==> src/rtl/square_root_pkg.sv <==
// Shared types for the sequential square-root unit.
package square_root_pkg;

  typedef enum logic [0:0] {
    StIdle,
    StCalc
  } state_e;

endpackage

==> src/rtl/square_root.sv <==
// Sequential fixed-point square root using the restoring digit-by-digit method.
// Produces one root bit per clock and holds the result until the next completion.
module square_root
  import square_root_pkg::*;
#(
  parameter int unsigned WIDTH  = 48,
  parameter int unsigned F_BITS = 28
) (
  input  logic             clk,
  input  logic             rst,
  input  logic             enable,
  output logic             busy,
  output logic             valid,
  input  logic [WIDTH-1:0] radicand,
  output logic [WIDTH-1:0] sq_root,
  output logic [WIDTH-1:0] remainder
);

  localparam int unsigned XW   = WIDTH + F_BITS;
  localparam int unsigned ITER = XW / 2;
  localparam int unsigned AW   = WIDTH + 2;
  localparam int unsigned CW   = $clog2(ITER + 1);

  state_e           state_q, state_d;
  logic [XW-1:0]    x_q, x_d;
  logic [WIDTH-1:0] ac_q, ac_d;
  logic [WIDTH-1:0] q_q, q_d;
  logic [CW-1:0]    cnt_q, cnt_d;
  logic             busy_q, busy_d;
  logic             valid_q, valid_d;
  logic [WIDTH-1:0] root_q, root_d;
  logic [WIDTH-1:0] rem_q, rem_d;

  logic [AW-1:0]    ac_sh;
  logic [AW-1:0]    trial;
  logic [AW-1:0]    ac_next;
  logic [WIDTH-1:0] q_next;
  logic             take;
  logic             unused_ac_msb;

  // The accumulator stays below 2^(ITER+1), so its two top bits are always zero.
  assign ac_sh   = {ac_q, x_q[XW-1 -: 2]};
  assign trial   = {q_q, 2'b01};
  assign take    = (ac_sh >= trial);
  assign ac_next = take ? (ac_sh - trial) : ac_sh;
  assign q_next  = {q_q[WIDTH-2:0], take};
  assign unused_ac_msb = ^ac_next[AW-1:WIDTH];

  always_comb begin
    state_d = state_q;
    x_d     = x_q;
    ac_d    = ac_q;
    q_d     = q_q;
    cnt_d   = cnt_q;
    busy_d  = busy_q;
    valid_d = 1'b0;
    root_d  = root_q;
    rem_d   = rem_q;

    case (state_q)
      StIdle: begin
        if (enable) begin
          x_d     = XW'(radicand) << F_BITS;
          ac_d    = '0;
          q_d     = '0;
          cnt_d   = '0;
          busy_d  = 1'b1;
          state_d = StCalc;
        end
      end
      StCalc: begin
        x_d   = x_q << 2;
        ac_d  = ac_next[WIDTH-1:0];
        q_d   = q_next;
        cnt_d = cnt_q + CW'(1);
        if (cnt_q == CW'(ITER - 1)) begin
          root_d  = q_next;
          rem_d   = ac_next[WIDTH-1:0];
          valid_d = 1'b1;
          busy_d  = 1'b0;
          state_d = StIdle;
        end
      end
      default: state_d = StIdle;
    endcase
  end

  always_ff @(posedge clk) begin
    if (rst) begin
      state_q <= StIdle;
      x_q     <= '0;
      ac_q    <= '0;
      q_q     <= '0;
      cnt_q   <= '0;
      busy_q  <= 1'b0;
      valid_q <= 1'b0;
      root_q  <= '0;
      rem_q   <= '0;
    end else begin
      state_q <= state_d;
      x_q     <= x_d;
      ac_q    <= ac_d;
      q_q     <= q_d;
      cnt_q   <= cnt_d;
      busy_q  <= busy_d;
      valid_q <= valid_d;
      root_q  <= root_d;
      rem_q   <= rem_d;
    end
  end

  assign busy      = busy_q;
  assign valid     = valid_q;
  assign sq_root   = root_q;
  assign remainder = rem_q;

endmodule

==> config.mk <==
export PLATFORM = sky130hd
export DESIGN_NAME = square_root
export DESIGN_NICKNAME = d
export VERILOG_FILES = /design/src/rtl/square_root_pkg.sv /design/src/rtl/square_root.sv
export SDC_FILE = /design/constraint.sdc
export NUM_CORES = 1
export LEC_CHECK = 0
export CORE_MARGIN = 3
export CORE_UTILIZATION = 55
export DETAILED_ROUTE_END_ITERATION = 10
export HOLD_SLACK_MARGIN = 0.02
export PLACE_DENSITY = 0.87
export RECOVER_POWER = 50
export SETUP_SLACK_MARGIN = 0.1
export SLEW_MARGIN = 40
export SYNTH_ARGS = -nofsm -noshare
export SYNTH_HDL_FRONTEND = slang
export SYNTH_SLANG_ARGS = --single-unit
==> constraint.sdc <==
create_clock -name clk -period 7.9 [get_ports clk]
set_input_delay 1.185 -clock clk [delete_from_list [all_inputs] [get_ports clk]]
set_output_delay 1.185 -clock clk [all_outputs]
set_load 0.005 [all_outputs]
==> flow_summary.yaml <==
route:
  drc: 0
  drt.antenna.violating_nets: 0
  routed_wirelength_um: 35300
  drtIter0Drc: 917
  wl_per_cell_um: 18.0
  vias: 11700
  dr.pass1.iters: 5
  vias_per_cell: 5.93
clock_tree:
  cts.path.max_buffers: 3
  cts_tree: "built"
  cts_sinks: 249
  clk_pin_slew_ns: 0.06
  holdBufCountCts: 0
  postCtsSetupBuffers: 0
  worstSkewPairLatency_ns: 0.55
  cts_max_level: 1
  cts_resized: 0
  cts-root-buf: "clkbuf_16"
  cts_buffers: 27
timing:
  slew_headroom_pct: -52.4
  finalSetupViolations: 0
  timing.final.crit_share_pct: 54.1
  fmax_ghz: 0.234
  setup_ws_ns: 3.63
  fin_worst_skew_ns: 0.0205
  period_needed_ns: 4.27
  finalHoldViolations: 0
  finalSetupTns_ns: 0
  worst_slew_pin_slew_ns: 2.28
  grt_setup_unrepaired: "no"
  drv_slew: 104
die:
  initial_utilization_pct: 56.5
  die_area_um2: 24500
  core-area_um2: 22100
  ios: 149
  rows: 54
  die_w_um: 157
  fp.dieH_um: 157
synthesis:
  synth_cells: 1590
  yosysTopAreaCell: "dfxtp_1"
  synth_warnings: 0
  synth-edff-count: 0
  synth_simple_gate_area_share_pct: 18.4
  synth_area_leaders: "dfxtp_1 40%, a21oi_1 9.3%, nor2_1 6.4%"
  synth-xor-area-share_pct: 3.02
  synth_top_family_by_area: "compound AO/OA/AOI/OAI gates"
  synth_compound_area_share_pct: 21.3
  synth_common_cells: "249 x dfxtp_1, 232 x a21oi_1, 213 x nor2_1"
  synth_seq_cells: 249
  yosysUniqueCellTypes: 64
  synth_nets: 1693
  ys_async_sr_fraction_pct: 0
  synth_adder_area_share_pct: 5.21
  synth.most_common_cell: "dfxtp_1"
  synth_area_um2: 12500
  synth_ff_type: "dfxtp_1"
  ys_seq_area_share_pct: 39.9
  yosysTopAreaCellShare_pct: 39.9
  avgSynthCellArea_um2: 7.85
  muxShareOfSynthArea_pct: 6.35
critical_path:
  crit_path_max_fanout: 73
  timing.critical_path.arrival_ns: 4.72
  slowest_stage: "dfxtp_1"
  cp_top_family: "flip-flops"
  worstPathCellList: "nand2_1 -> or4_1 -> buf_4 -> nor2_1 -> nand2_1 -> o21ai_0"
  crit_path_max_incr_delay_ns: 1.86
  cp-start-kind: "flip-flop"
  crit_buf_inv: 1
  end_kind: "flip-flop"
  critPathKind: "flip-flop to flip-flop"
  required_ns: 8.35
  cp_common_cell: "nand2_1"
global_routing:
  gr-total-overflow: 0
  grt_max_degree: 99
  grt_pass1_vias: 11000
  grt_usage_pct: 28.2
  grt_pass1_wl_um: 56800
  antenna_found_initial: 0
placement:
  gp_congestion: 0.979
  dpl.hpwl_um: 24800
  pre_cts_slack_ns: 4.10
  portBuffers: 148
  dp.cells: 1920
worst_hold_path:
  hold_class: "flip-flop to flip-flop"
layout:
  fin_cells: 1968
  drive_above_1_share_pct: 4.50
  diodes: 0
  syn_to_final_growth_pct: 19.4
  nNetsFinal: 1772
power_and_ir_drop:
  power.density_nw_per_um2: 478
  power_mw: 7.11
  p_leak_nw: 6.03
  peakVddDrop_uv: 479
outcome:
  violations: "max-capacitance violations, max-slew violations"
  status: "complete, but fails checks"
flow_run:
  maxCapViolations: 2
## routing by layer
layer	share of wire [%]	GRT usage, %	wire, um
met5	0	0	0
met3	6.9	5.09	2450
met2	47	47.2	16500
met4	3.1	8.80	1110
met1	43	37.2	15200
## power breakdown
| part | switching [mW] | total [mW] | internal [mW] | leakage (nW) |
|---|---|---|---|---|
| sequential | 0.0820 | 1.43 | 1.35 | 2.02 |
| combinational | 2.71 | 4.38 | 1.67 | 3.56 |
| clock | 0.520 | 1.30 | 0.782 | 0.457 |
## final timing paths
| kind | depth (start not counted) | slack (ns) | start | endpoint |
|---|---|---|---|---|
| worst max register to register | 6 | 3.63 | state_q | remainder[30] |
| worst min-delay path | 2 | 0.45 | sq_root[17] | sq_root[17] |
| worst min register to register | 2 | 0.45 | sq_root[17] | sq_root[17] |
| worst max-delay path | 6 | 3.63 | state_q | remainder[30] |
## tightest hold or removal path, cell delays in order (launching register included)
cell	delay, ns
dfxtp_1	0.30
nand2_1	0.05
a21oi_1	0.05
## final cells by class
cell class                      instances  area (um2)
Timing Repair Buffer                  161        1610
Clock inverter                         13         154
Tap cell                              280         350
Fill cell                            1853        7200
Sequential cell                       249        4980
Multi-Input combinational cell       1164        6790
Inverter                               66         248
Clock buffer                           35         767
## stage by stage
| stage | cell area, um2 | util, % | hold slack, ns |
|---|---|---|---|
| 2_1_floorplan | 12500 | - | 0.432 |
| 3_3_place_gp | 13900 | 63.1 | 0.442 |
| 3_5_place_dp | 14000 | 63.3 | 0.449 |
| 4_1_cts | 14900 | 67.4 | 0.457 |
| 5_1_grt | 14900 | 67.4 | 0.474 |
| 6_report | 14900 | 67.4 | 0.451 |
## cells by family after synthesis
group                    Yosys count
AO/OA/AOI/OAI                    454
XOR/XNOR                          43
adder cells (fa/ha/maj)           52
buffers and inverters            177
flip-flops                       249
multiplexers                      79
AND/OR/NAND/NOR                  536
## placed cells by master, fill, tap and decap left out, drive strengths merged, types with 8 or more instances in the layout
cell / Yosys / final
ha: 52 / 52
o21ai: 95 / 95
nand4: 20 / 20
dfxtp: 249 / 249
o21a: 8 / 8
a211oi: 32 / 32
a31oi: 13 / 13
nor3: 63 / 63
xnor2: 33 / 33
clkdlybuf4s50: 0 / 92
nand2: 191 / 191
mux2i: 78 / 78
xor2: 10 / 10
clkbuf: 86 / 36
dlygate4sd3: 0 / 54
a21oi: 233 / 233
a21o: 18 / 18
buf: 25 / 14
nor2: 213 / 213
o21bai: 11 / 11
inv: 66 / 68
nand3: 8 / 8
## flip-flops by register name, indices dropped and copies added (netlist names)
name	cells
sq_root	48
remainder	48
valid	1
state_q	1
busy	1
ac_q	48
x_q	48
cnt_q	6
q_q	48
Note: power is estimated with default switching activity, not from simulation.
